## src/rtl/mc_control_unit.sv

```systemverilog
// Multicycle RV32I(+M) control FSM: sequences fetch/decode/execute/memory/writeback,
// with memory wait states, mul/div handshake and illegal-instruction trapping.
module mc_control_unit #(
   parameter bit MEM_WAIT_EN = 1'b1,
   parameter bit M_EXT       = 1'b1
) (
   input  logic       clk,
   input  logic       rst,
   input  logic [6:0] opcode,
   input  logic [2:0] funct3,
   input  logic       funct7_0,
   input  logic       mem_ready,
   input  logic       md_done,
   output logic [1:0] MemtoReg,
   output logic       MDSel,
   output logic       RegWrite,
   output logic       IorD,
   output logic       MemWrite,
   output logic       MemRead,
   output logic       IRWrite,
   output logic       PCWrite,
   output logic       PCSrc,
   output logic       ALUSrcA,
   output logic [1:0] ALUSrcB,
   output logic [2:0] ALUOp,
   output logic       Branch,
   output logic [2:0] BranchCond,
   output logic       md_start,
   output logic       illegal
);

   typedef enum logic [3:0] {
      S_FETCH           = 4'h0,
      S_DECODE          = 4'h1,
      S_MEMADR          = 4'h2,
      S_MEMREAD         = 4'h3,
      S_MEMREAD_COMP    = 4'h4,
      S_EXECUTE_R       = 4'h5,
      S_COMPLETION      = 4'h6,
      S_BRANCH          = 4'h7,
      S_EXECUTE_J       = 4'h8,
      S_EXECUTE_I       = 4'h9,
      S_COMPLETION_JALR = 4'hA,
      S_EXECUTE_LUI     = 4'hB,
      S_EXECUTE_AUIPC   = 4'hC,
      S_MEMWRITE        = 4'hD,
      S_EXECUTE_MD      = 4'hE,
      S_TRAP            = 4'hF
   } state_t;

   localparam logic [6:0] OP_LOAD   = 7'b0000011;
   localparam logic [6:0] OP_STORE  = 7'b0100011;
   localparam logic [6:0] OP_R      = 7'b0110011;
   localparam logic [6:0] OP_BRANCH = 7'b1100011;
   localparam logic [6:0] OP_IMM    = 7'b0010011;
   localparam logic [6:0] OP_JALR   = 7'b1100111;
   localparam logic [6:0] OP_JAL    = 7'b1101111;
   localparam logic [6:0] OP_LUI    = 7'b0110111;
   localparam logic [6:0] OP_AUIPC  = 7'b0010111;

   state_t     state_reg, state_next;
   logic [2:0] branch_cond_reg;
   logic       md_sel_reg;
   logic       md_first_reg;
   logic       ready;

   assign ready = MEM_WAIT_EN ? mem_ready : 1'b1;

   always_ff @(posedge clk or posedge rst) begin
      if (rst) begin
         state_reg       <= S_FETCH;
         branch_cond_reg <= 3'b000;
         md_sel_reg      <= 1'b0;
         md_first_reg    <= 1'b1;
      end else begin
         state_reg <= state_next;
         if (state_reg == S_DECODE)
            branch_cond_reg <= funct3;
         if (state_reg == S_FETCH)
            md_sel_reg <= 1'b0;
         else if (state_reg == S_EXECUTE_MD && md_done)
            md_sel_reg <= 1'b1;
         // md_start fires only on the first EXECUTE_MD cycle of each instruction
         md_first_reg <= !(state_reg == S_EXECUTE_MD && state_next == S_EXECUTE_MD);
      end
   end

   always_comb begin
      state_next = state_reg;
      case (state_reg)
         S_FETCH:    if (ready) state_next = S_DECODE;
         S_DECODE: begin
            case (opcode)
               OP_LOAD, OP_STORE: state_next = S_MEMADR;
               OP_R: begin
                  if (funct7_0) state_next = M_EXT ? S_EXECUTE_MD : S_TRAP;
                  else          state_next = S_EXECUTE_R;
               end
               OP_BRANCH: state_next = (funct3 == 3'd2 || funct3 == 3'd3) ? S_TRAP : S_BRANCH;
               OP_IMM, OP_JALR: state_next = S_EXECUTE_I;
               OP_JAL:    state_next = S_EXECUTE_J;
               OP_LUI:    state_next = S_EXECUTE_LUI;
               OP_AUIPC:  state_next = S_EXECUTE_AUIPC;
               default:   state_next = S_TRAP;
            endcase
         end
         S_MEMADR:        state_next = (opcode == OP_STORE) ? S_MEMWRITE : S_MEMREAD;
         S_MEMREAD:       if (ready) state_next = S_MEMREAD_COMP;
         S_MEMWRITE:      if (ready) state_next = S_FETCH;
         S_EXECUTE_I:     state_next = (opcode == OP_JALR) ? S_COMPLETION_JALR : S_COMPLETION;
         S_EXECUTE_R,
         S_EXECUTE_AUIPC: state_next = S_COMPLETION;
         S_EXECUTE_MD:    if (md_done) state_next = S_COMPLETION;
         default:         state_next = S_FETCH;
      endcase
   end

   always_comb begin
      MemtoReg   = 2'b00;
      MDSel      = 1'b0;
      RegWrite   = 1'b0;
      IorD       = 1'b0;
      MemWrite   = 1'b0;
      MemRead    = 1'b0;
      IRWrite    = 1'b0;
      PCWrite    = 1'b0;
      PCSrc      = 1'b0;
      ALUSrcA    = 1'b0;
      ALUSrcB    = 2'b00;
      ALUOp      = 3'b000;
      Branch     = 1'b0;
      BranchCond = 3'b000;
      md_start   = 1'b0;
      illegal    = 1'b0;
      case (state_reg)
         S_FETCH: begin
            MemRead = 1'b1;
            ALUSrcB = 2'b01;
            IRWrite = ready;
            PCWrite = ready;
         end
         S_DECODE:       ALUSrcB = 2'b10;
         S_MEMADR: begin
            ALUSrcA = 1'b1;
            ALUSrcB = 2'b10;
         end
         S_MEMREAD: begin
            IorD    = 1'b1;
            MemRead = 1'b1;
         end
         S_MEMREAD_COMP: begin
            RegWrite = 1'b1;
            MemtoReg = 2'b01;
         end
         S_MEMWRITE: begin
            IorD     = 1'b1;
            MemWrite = 1'b1;
         end
         S_EXECUTE_R: begin
            ALUSrcA = 1'b1;
            ALUOp   = 3'b010;
         end
         S_EXECUTE_I: begin
            ALUSrcA = 1'b1;
            ALUSrcB = 2'b10;
            ALUOp   = 3'b010;
         end
         S_COMPLETION: begin
            RegWrite = 1'b1;
            MDSel    = md_sel_reg;
         end
         S_BRANCH: begin
            Branch     = 1'b1;
            PCSrc      = 1'b1;
            ALUSrcA    = 1'b1;
            ALUOp      = 3'b001;
            BranchCond = branch_cond_reg;
         end
         S_EXECUTE_J, S_COMPLETION_JALR: begin
            PCWrite  = 1'b1;
            PCSrc    = 1'b1;
            MemtoReg = 2'b10;
            RegWrite = 1'b1;
         end
         S_EXECUTE_LUI: begin
            RegWrite = 1'b1;
            MemtoReg = 2'b11;
         end
         S_EXECUTE_AUIPC: ALUSrcB = 2'b10;
         S_EXECUTE_MD:    md_start = md_first_reg;
         S_TRAP:          illegal = 1'b1;
         default: ;
      endcase
      // reset suppresses every side effect immediately, independent of the clock
      if (rst) begin
         IRWrite  = 1'b0;
         PCWrite  = 1'b0;
         RegWrite = 1'b0;
         MemWrite = 1'b0;
         md_start = 1'b0;
         illegal  = 1'b0;
      end
   end

endmodule

```

## config.mk

```make
export PLATFORM = sky130hd
export DESIGN_NAME = mc_control_unit
export DESIGN_NICKNAME = d
export VERILOG_FILES = /design/src/rtl/mc_control_unit.sv
export SDC_FILE = /design/constraint.sdc
export NUM_CORES = 1
export LEC_CHECK = 0
export ABC_AREA = 1
export CAP_MARGIN = 20
export CELL_PAD_IN_SITES_DETAIL_PLACEMENT = 1
export CELL_PAD_IN_SITES_GLOBAL_PLACEMENT = 2
export CORE_ASPECT_RATIO = 1.75
export CORE_UTILIZATION = 20
export CTS_BUF_LIST = sky130_fd_sc_hd__clkbuf_2
export CTS_CLUSTER_SIZE = 12
export DETAILED_ROUTE_END_ITERATION = 10
export GPL_TIMING_DRIVEN = 0
export HOLD_SLACK_MARGIN = 0.08
export PLACE_DENSITY_LB_ADDON = 0.1
export SYNTH_ARGS = -nofsm -noshare
export SYNTH_HDL_FRONTEND = slang
export SYNTH_SLANG_ARGS = --single-unit
```

## constraint.sdc

```tcl
create_clock -name clk -period 1.7 [get_ports clk]
set_clock_uncertainty 0.2 [all_clocks]
set_input_delay 0.17 -clock clk [delete_from_list [all_inputs] [get_ports clk]]
set_output_delay 0.17 -clock clk [all_outputs]
set_load 0.05 [all_outputs]
```

==> results.sh, run 1 <==
export IMPL_fin_tns_setup_ps=-345
export IMPL_syn_area_per_cell_um2=5.49
export IMPL_nets=220
export IMPL_netSwitchingFraction_pct=56.0
export IMPL_status="finished, violations left"
export IMPL_cts_tree="done"
export IMPL_rows=31
export IMPL_port_buffers=35
export IMPL_ys_warn_count=0
export IMPL_r2r_start="state_reg[1]"
export IMPL_track_usage_pct=14.1
export IMPL_root_buffer="clkbuf_2"
export IMPL_fp_dieW_um=51.3
export IMPL_grt_pass1_vias=1079
export IMPL_drive_above_1_share_pct=42.2
export IMPL_grt_max_degree=11
export IMPL_grt_ovfl_total=0
export IMPL_grt_pass1_wl_mm=4.75
export IMPL_syn_area_um2=851
export IMPL_fin_crit_sh_pct=104
export IMPL_p_sw_mw=1.49
export IMPL_clock_sink_count=9
export IMPL_dieArea_um2=4530
export IMPL_hold_path_class="input port to flip-flop"
export IMPL_whs_endpoint="md_sel_reg"
export IMPL_synth_top_area_cell="dfrtp_1"
export IMPL_n_fill_cell=551
export IMPL_antenna_left=0
export IMPL_power_frac_clock_pct=4.9
export IMPL_finalSetupViolations=10
export IMPL_required_ps=1330
export IMPL_seqCellArea_um2=231
export IMPL_synth_edff_count=0
export IMPL_area_delta_synth_final_pct=81.8
export IMPL_top_level_ports=37
export IMPL_synth_seq_area_share_pct=26.6
export IMPL_holdPathStages=3
export IMPL_cp_slowest_stage_delay_ps=470
export IMPL_firstDrtPassIters=6
export IMPL_p_leak_nw=0.774
export IMPL_p_int_mw=1.17
export IMPL_yosysTopAreaCellShare_pct=23.5
export IMPL_hpwl_mm=2.47
export IMPL_netlist_top_cells_area="dfrtp_1 (24%), nand2_1 (19%), nor2_1 (15%)"
export IMPL_multi_input_area_um2=621
export IMPL_worstRegToRegCells=7
export IMPL_arrival_ps=1410
export IMPL_start_kind="flip-flop"
export IMPL_fmax_mhz=563
export IMPL_startpoint="state_reg[2]"
export IMPL_final_cell_mix="nand2_1 (34), inv_1 (24), nor2_1 (21)"
export IMPL_synth_ff_type="dfrtp_1"
export IMPL_antenna_found_initial=0
export IMPL_rsz0062_at_grt="yes"
export IMPL_synth_cell_types=19
export IMPL_cpMostUsedCell="nor2_4"
export IMPL_dp_slack_ps=-624
export IMPL_timing_final_hold_violations=0
export IMPL_path_cells="nor2_4 -> nand2_4 -> nor2_4 -> inv_2 -> a21oi_2 -> buf_6"
export IMPL_final_common_cell="nand2_1"
export IMPL_drtIter0Drc=10
export IMPL_wl_mm=3.00
export IMPL_syn_nets=170
export IMPL_avgRoutedWirePerCell_um=11.8
export IMPL_core_um2=4110
export IMPL_violations="design-rule violations, negative setup slack"
export IMPL_r2r_setup_slack_ps=90
export IMPL_maxSlewViolCount=0
export IMPL_r2r_end="state_reg[3]"
export IMPL_powerDensity_nw_per_um2=1720
export IMPL_place_gp_congestion=0.734
export IMPL_critPathSlowestCell="dfrtp_2"
export IMPL_start_util_pct=20.7
export IMPL_crit_path_end_kind="primary output"
export IMPL_clk_latency_ps=230
export IMPL_vias_per_cell=4.30
export IMPL_drcViolationCount=1
export IMPL_num_antenna_cells=0
export IMPL_hp_start="md_done"
export IMPL_clkTransAtPathRegs_ps=90
export IMPL_crit_path_max_fanout=5
export IMPL_async_reset_ff_share_pct=100
export IMPL_htreeDepth=1
export IMPL_synth_cells=155
export IMPL_maxCapViolations=0
export IMPL_irDropWorstVdd_mv=0.850
export IMPL_worst_slack_ps=-75.8
export IMPL_fin_crit_ps=1780
export IMPL_cts_buffers_inserted=3
export IMPL_worstSetupPathType="flip-flop to primary output"
export IMPL_ys_seq_elements=9
export IMPL_cts_max_path_buffers=2
export IMPL_largest_register_ffs=4
export IMPL_vias=1087
export IMPL_die_h_um=88.3
export IMPL_combPwrFrac_pct=79.5
export IMPL_p_seq_share_pct=15.6
cell families after synthesis:
| kind of cell | Yosys count | share of synthesized area (%) |
|---|---|---|
| flip-flops | 9 | 26.6 |
| buffers and inverters | 35 | 16.3 |
| AND/OR/NAND/NOR | 94 | 46.5 |
| AO/OA/AOI/OAI | 16 | 10.1 |
| other | 1 | 0.441 |
metrics by stage:
| stage | power (mW) | instance area (um^2) | util, % | std cells | hold WS, ps |
|---|---|---|---|---|---|
| finish | 2.67 | 1550 | 37.6 | 253 | 318 |
| global route | 2.85 | 1550 | 37.6 | 253 | 333 |
| global placement | 2.01 | 1320 | 32.1 | 239 | 327 |
| CTS | 2.43 | 1440 | 34.9 | 250 | 308 |
| detailed placement | 2.02 | 1320 | 32.1 | 239 | 335 |
| floorplan | 1.51 | 907 | - | 155 | -203 |
repair_timing:
item,CTS,global route
gates resized for setup,161,32
pin swaps,7,7
buffers inserted,6,3
setup endpoints to repair,21,24
hold endpoints to repair,8,0
hold buffers,1,0
routing by layer:
layer  global-route usage, %  up-vias  share of wire [%]
li1                        -      562                  -
met1                    12.8      512                 33
met2                    31.0       13                 65
met3                    1.03        0                1.4
met4                    3.69        0                  0
met5                       0        -                  0
worst max-delay path: cells and delay by family, from the launching register on:
| family | cells | cell delay (ps) |
|---|---|---|
| flip-flops | 1 | 470 |
| AND/OR/NAND/NOR | 3 | 340 |
| buffers and inverters | 2 | 230 |
| AO/OA/AOI/OAI | 1 | 130 |
synth_stat cells, types with 2 or more instances:
library cell / count
a21oi_1: 8
buf_4: 2
dfrtp_1: 8
inv_1: 32
nand2_1: 42
nand3_1: 4
nand3_2: 3
nor2_1: 35
nor2_2: 2
nor3_1: 6
o21ai_0: 5
worst max path at each step:
| stage | endpoint | slack [ps] | cells after the start |
|---|---|---|---|
| after floorplan | RegWrite | -220 | 5 |
| after global placement | PCWrite | -610 | 6 |
| after detailed placement | PCWrite | -620 | 6 |
| after CTS | PCWrite | -110 | 6 |
| after global routing | PCWrite | -160 | 6 |
| final | PCWrite | -80 | 6 |
cell type report:
| cell class | instances | share of cell area (%) |
|---|---|---|
| flip-flops and latches | 9 | 15.0 |
| plain buffers | 2 | 1.21 |
| repair buffers | 45 | 29.8 |
| clock buffers | 4 | 1.29 |
| well taps | 49 | 3.96 |
| inverters | 33 | 8.66 |
| multi-input cells | 111 | 40.1 |
power by group through the flow:
stage / Sequential, mW / Clock (mW) / Combinational [mW]
floorplan: 0.353 / 0 / 1.16
global placement: 0.365 / 0 / 1.65
detailed placement: 0.369 / 0 / 1.65
CTS: 0.414 / 0.138 / 1.88
global route: 0.431 / 0.150 / 2.26
finish: 0.416 / 0.131 / 2.12
Power figures use the tool's default switching activity.
==> run 2, diff against run 1 <==
RECOVER_POWER = 100   (was not set)
clock period = 1.64 ns   (was 1.7 ns; I/O delays follow)
==> run 2 against run 1 <==
Compared with the run above: the flow finishes with violations (negative setup slack); global-route usage grew 0.20 points; total power up 11%; non-clock buffer count grew 2; first-iteration DRC count down 60%; final cell count increased by 0.79%; critical endpoint unchanged.
==> results.sh, run 2 (same netlist as run 1, synthesis figures left out) <==
export IMPL_startpoint="state_reg[2]"
export IMPL_clk_latency_ps=220
export IMPL_start_util_pct=20.7
export IMPL_clock_sink_count=9
export IMPL_whs_endpoint="branch_cond_reg[0]"
export IMPL_antenna_left=0
export IMPL_top_level_ports=37
export IMPL_maxCapViolations=0
export IMPL_track_usage_pct=14.3
export IMPL_htreeDepth=1
export IMPL_powerDensity_nw_per_um2=1800
export IMPL_worstSetupPathType="flip-flop to primary output"
export IMPL_r2r_setup_slack_ps=10
export IMPL_grt_pass1_vias=1157
export IMPL_nets=222
export IMPL_grt_max_degree=11
export IMPL_n_fill_cell=542
export IMPL_r2r_start="state_reg[3]"
export IMPL_arrival_ps=1410
export IMPL_maxSlewViolCount=0
export IMPL_crit_path_end_kind="primary output"
export IMPL_fin_crit_sh_pct=108
export IMPL_dieArea_um2=4530
export IMPL_vias_per_cell=4.36
export IMPL_cts_tree="done"
export IMPL_irDropWorstVdd_mv=0.888
export IMPL_cts_max_path_buffers=2
export IMPL_start_kind="flip-flop"
export IMPL_drtIter0Drc=4
export IMPL_die_h_um=88.3
export IMPL_worstRegToRegCells=8
export IMPL_timing_final_hold_violations=0
export IMPL_status="finished, violations left"
export IMPL_hpwl_mm=2.49
export IMPL_rsz0062_at_grt="yes"
export IMPL_grt_pass1_wl_mm=4.95
export IMPL_p_leak_nw=0.800
export IMPL_violations="negative setup slack"
export IMPL_port_buffers=35
export IMPL_rows=31
export IMPL_fin_crit_ps=1770
export IMPL_multi_input_area_um2=709
export IMPL_place_area_um2=1340
export IMPL_drcViolationCount=0
export IMPL_crit_path_max_fanout=5
export IMPL_root_buffer="clkbuf_2"
export IMPL_vias=1113
export IMPL_avgRoutedWirePerCell_um=12.4
export IMPL_seqCellArea_um2=231
export IMPL_clkTransAtPathRegs_ps=90
export IMPL_num_antenna_cells=0
export IMPL_place_gp_congestion=0.744
export IMPL_antenna_found_initial=0
export IMPL_final_common_cell="nand2_1"
export IMPL_power_total_mw=2.97
export IMPL_drive_above_1_share_pct=50.5
export IMPL_core_um2=4110
export IMPL_largest_register_ffs=4
export IMPL_final_cell_mix="nand2_1 (29), inv_1 (23), buf_4 (16)"
export IMPL_fmax_mhz=565
export IMPL_finish_utilization_pct=40.1
export IMPL_finalSetupViolations=16
export IMPL_worst_slack_ps=-131
export IMPL_cts_buffers_inserted=3
export IMPL_hp_start="funct3[0]"
export IMPL_firstDrtPassIters=4
export IMPL_hold_path_class="input port to flip-flop"
export IMPL_required_ps=1280
export IMPL_fp_dieW_um=51.3
export IMPL_r2r_end="state_reg[3]"
export IMPL_wl_mm=3.17
export IMPL_grt_ovfl_total=0
export IMPL_area_delta_synth_final_pct=94.0
export IMPL_holdPathStages=3
export IMPL_fin_area_um2=1650
-- run 2: layout make-up --
cell class | instances | share of cell area [%]
multi-input combinational | 111 | 43.0
tap | 49 | 3.71
sequential | 9 | 14.0
clock buffer | 4 | 1.21
buffer | 2 | 0.910
inverter | 33 | 8.11
timing repair buffer | 47 | 29.0
-- run 2: per-stage QoR --
step | cells | worst slack [ps] | hold slack [ps] | setup TNS [ps]
finish | 255 | -131 | 298 | -1270
global route | 255 | -219 | 308 | -2770
CTS | 248 | -118 | 296 | -1170
detailed placement | 239 | -666 | 346 | -11050
global placement | 239 | -677 | 334 | -10820
floorplan | 155 | -287 | -209 | -564
-- run 2: timing repair --
| item | 4_1_cts | 5_1_grt |
|---|---|---|
| hold buffers | 1 | 0 |
| endpoints found under the setup margin | 22 | 28 |
| gates cloned | 0 | 0 |
| setup buffers | 4 | 7 |
| hold endpoints to repair | 8 | 0 |
| pin swaps | 5 | 7 |
| gates resized for setup | 172 | 40 |
-- run 2: worst max path at each step --
| stage | endpoint | slack (ps) |
|---|---|---|
| after floorplan | RegWrite | -290 |
| final | PCWrite | -130 |
| after global routing | ALUOp[1] | -220 |
| after CTS | BranchCond[1] | -120 |
| after detailed placement | PCWrite | -670 |
| after global placement | PCWrite | -680 |
-- run 2: where the power goes --
group / total [mW] / leakage [nW] / switching (mW) / internal, mW
Clock: 0.135 / 0.0166 / 0.0705 / 0.0649
Sequential: 0.443 / 0.107 / 0.120 / 0.323
Combinational: 2.39 / 0.676 / 1.48 / 0.907
-- run 2: metal layers --
layer / vias to the layer above / wire length [um] / track usage (%)
met5: - / 0 / 0
met3: 2 / 53 / 0.515
met2: 15 / 2030 / 31.3
met1: 530 / 1060 / 13.4
li1: 566 / - / -
met4: 0 / 23 / 3.69
-- run 2: worst max-delay path: stages, from the launching register on --
cell and delay (ps):
dfrtp_2 480, nor2_4 180, nand2_4 90, nor2_4 80, inv_2 60, a21oi_4 120
buf_6 170
==> run 3, diff against run 2 <==
ABC_AREA = not set   (was 1)
CORE_UTILIZATION = 23   (was 20)
clock period = 2 ns   (was 1.64 ns; I/O delays follow)
==> run 3 against run 2 <==
Compared with the run above: the flow now finishes without violations; sequential power fell by 24%; wire length increased by 0.76%; worst setup slack better by 150 ps; combinational power is 15% lower; synthesized cell count is 22% lower; clock power shrank 20%; register-to-register slack better by 120 ps; total power is 17% lower; global-route usage up 1.8 points; core utilization down 0.28 points; largest power group unchanged.
==> results.sh, run 3 <==
export IMPL_wl_met2_mm=1.90
export IMPL_cts_buffers_inserted=3
export IMPL_hold_path_class="input port to flip-flop"
export IMPL_synth_ff_type="dfrtp_1"
export IMPL_syn_area_um2=907
export IMPL_worstSetupPathType="flip-flop to primary output"
export IMPL_crit_path_max_fanout=9
export IMPL_yosysMostFrequentCell="nor2_1"
export IMPL_ys_seq_elements=9
export IMPL_powerDensity_nw_per_um2=1670
export IMPL_clkTransAtPathRegs_ps=90
export IMPL_vias_per_cell=5.10
export IMPL_timing_final_hold_violations=0
export IMPL_vias=1065
export IMPL_yosysTopAreaCellShare_pct=22.1
export IMPL_place_gp_congestion=0.824
export IMPL_fin_crit_ps=1990
export IMPL_start_kind="flip-flop"
export IMPL_synth_cell_types=43
export IMPL_core_um2=3700
export IMPL_grt_pass1_vias=1041
export IMPL_holdWs_ps=222
export IMPL_p_int_mw=1.09
export IMPL_htreeDepth=1
export IMPL_start_util_pct=24.5
export IMPL_slew_headroom_pct=65.5
export IMPL_firstDrtPassIters=3
export IMPL_track_usage_pct=16.1
export IMPL_die_h_um=85.1
export IMPL_maxSlewViolCount=0
export IMPL_ys_warn_count=0
export IMPL_p_seq_share_pct=13.7
export IMPL_drive_above_1_share_pct=41.7
export IMPL_hpwl_mm=2.57
export IMPL_fin_crit_sh_pct=99.3
export IMPL_dieArea_um2=4210
export IMPL_clock_sink_count=9
export IMPL_rsz0062_at_grt="yes"
export IMPL_nets=179
export IMPL_power_total_mw=2.46
export IMPL_combPwrFrac_pct=82.0
export IMPL_synth_edff_count=0
export IMPL_hold_buffers=0
export IMPL_seqCellArea_um2=229
export IMPL_topRoutingLayerUsed="met4"
export IMPL_wl_met3_um=109
export IMPL_finalSetupViolations=0
export IMPL_tightestPinTransition_ps=513
export IMPL_antenna_left=0
export IMPL_rows=29
export IMPL_n_fill_cell=471
export IMPL_area_delta_synth_final_pct=62.6
export IMPL_power_frac_clock_pct=4.4
export IMPL_arrival_ps=1590
export IMPL_async_reset_ff_share_pct=100
export IMPL_final_common_cell="buf_6"
export IMPL_maxCapViolations=0
export IMPL_grt_max_degree=11
export IMPL_netlist_top_cells_count="nor2_1 (12), dfrtp_1 (8), o21ai_0 (8)"
export IMPL_port_buffers=33
export IMPL_crit_path_end_kind="primary output"
export IMPL_syn_nets=136
export IMPL_netlist_top_cells_area="dfrtp_1 (22%), nor2_1 (5.0%), o21ai_0 (4.4%)"
export IMPL_fp_dieW_um=49.5
export IMPL_root_buffer="clkbuf_2"
export IMPL_p_leak_nw=0.603
export IMPL_m1WireLength_mm=1.15
export IMPL_final_cell_mix="buf_6 (12), clkdlybuf4s50_1 (11), buf_4 (9)"
export IMPL_avgRoutedWirePerCell_um=15.3
export IMPL_synth_seq_area_share_pct=25.0
export IMPL_fmax_mhz=504
export IMPL_top_level_ports=37
export IMPL_cts_tree="done"
export IMPL_drtIter0Drc=5
export IMPL_largest_register_ffs=4
export IMPL_syn_area_per_cell_um2=7.50
export IMPL_cts_max_path_buffers=2
export IMPL_p_sw_mw=1.37
export IMPL_wl_mm=3.19
export IMPL_multi_input_area_um2=721
export IMPL_required_ps=1600
export IMPL_irDropWorstVdd_mv=0.995
export IMPL_drcViolationCount=0
export IMPL_status="complete, no violations"
export IMPL_synth_cells=121
export IMPL_antenna_found_initial=0
export IMPL_num_antenna_cells=0
export IMPL_grt_ovfl_total=0
export IMPL_clk_latency_ps=240
export IMPL_netSwitchingFraction_pct=55.6
export IMPL_synth_top_area_cell="dfrtp_1"
export IMPL_grt_pass1_wl_mm=5.19
run 3: cell count changes after synthesis, moves of 4 or more:
cell,before,now
and2_1,0,4
inv_1,32,6
nand2_1,42,7
nand2b_1,0,5
nor2_1,35,12
nor2b_1,0,4
o22ai_1,0,4
run 3: per-stage QoR:
| step | utilization, % | TNS [ps] | setup WS, ps | instance area (um^2) | std cells |
|---|---|---|---|---|---|
| final | 39.9 | 0 | 14.9 | 1480 | 209 |
| after global routing | 39.9 | -344 | -69.3 | 1480 | 209 |
| after CTS | 38.1 | -57.0 | -22.7 | 1410 | 208 |
| after global placement | 36.4 | -6430 | -464 | 1350 | 200 |
| after detailed placement | 36.4 | -6850 | -478 | 1350 | 200 |
| after floorplan | - | -539 | -187 | 958 | 121 |
run 3: worst paths after layout:
path / startpoint / end / slack, ps / depth (start not counted)
worst max-delay path: state_reg[2] / ALUSrcA / 10 / 5
min in group asynchronous: rst / md_sel_reg / 430 / 2
max in group asynchronous: rst / md_first_reg / 880 / 2
worst max register to register: state_reg[3] / branch_cond_reg[2] / 130 / 6
worst min register to register: branch_cond_reg[1] / branch_cond_reg[1] / 300 / 1
worst min-delay path: opcode[4] / state_reg[0] / 220 / 3
run 3: layout make-up:
cell class | count | share of cell area, %
Sequential cell | 9 | 15.5
Clock buffer | 3 | 1.02
Buffer | 9 | 5.00
Timing Repair Buffer | 38 | 23.6
Tap cell | 46 | 3.90
Inverter | 7 | 1.78
Multi-Input combinational cell | 96 | 48.9
Clock inverter | 1 | 0.339
run 3: power groups by stage:
stage               registers, mW  logic, mW  clock network [mW]
global route                0.353       2.14               0.126
CTS                         0.329       1.85               0.114
finish                      0.336       2.02               0.108
floorplan                   0.305       1.25                   0
detailed placement          0.326       1.73                   0
global placement            0.322       1.71                   0
run 3: cells by family after synthesis:
logic type / count (synthesis) / synth area share (%)
AND/OR/NAND/NOR: 57 / 35.6
AO/OA/AOI/OAI: 33 / 23.7
buffers and inverters: 16 / 9.52
flip-flops: 9 / 25.0
multiplexers: 4 / 4.83
XOR/XNOR: 1 / 0.966
other: 1 / 0.413
run 3: repair_timing:
| item | in CTS | in global routing |
|---|---|---|
| resized for setup | 117 | 41 |
| cloned | 0 | 1 |
| setup endpoints to repair | 21 | 18 |
| endpoints found under the hold margin | 0 | 0 |
| pin swaps | 1 | 2 |
| setup buffers | 4 | 0 |
run 3: per-layer routing:
| metal | vias up | GRT usage (%) |
|---|---|---|
| met5 | - | 0 |
| met4 | 0 | 4.68 |
| met3 | 4 | 2.51 |
| met2 | 32 | 31.5 |
| met1 | 513 | 17.0 |
| li1 | 516 | - |
run 3: critical path: stages (launching register included):
cell and delay [ps]:
dfrtp_1 380, buf_6 150, xnor2_4 190, nor2_2 70, or3_4 400, buf_8 160
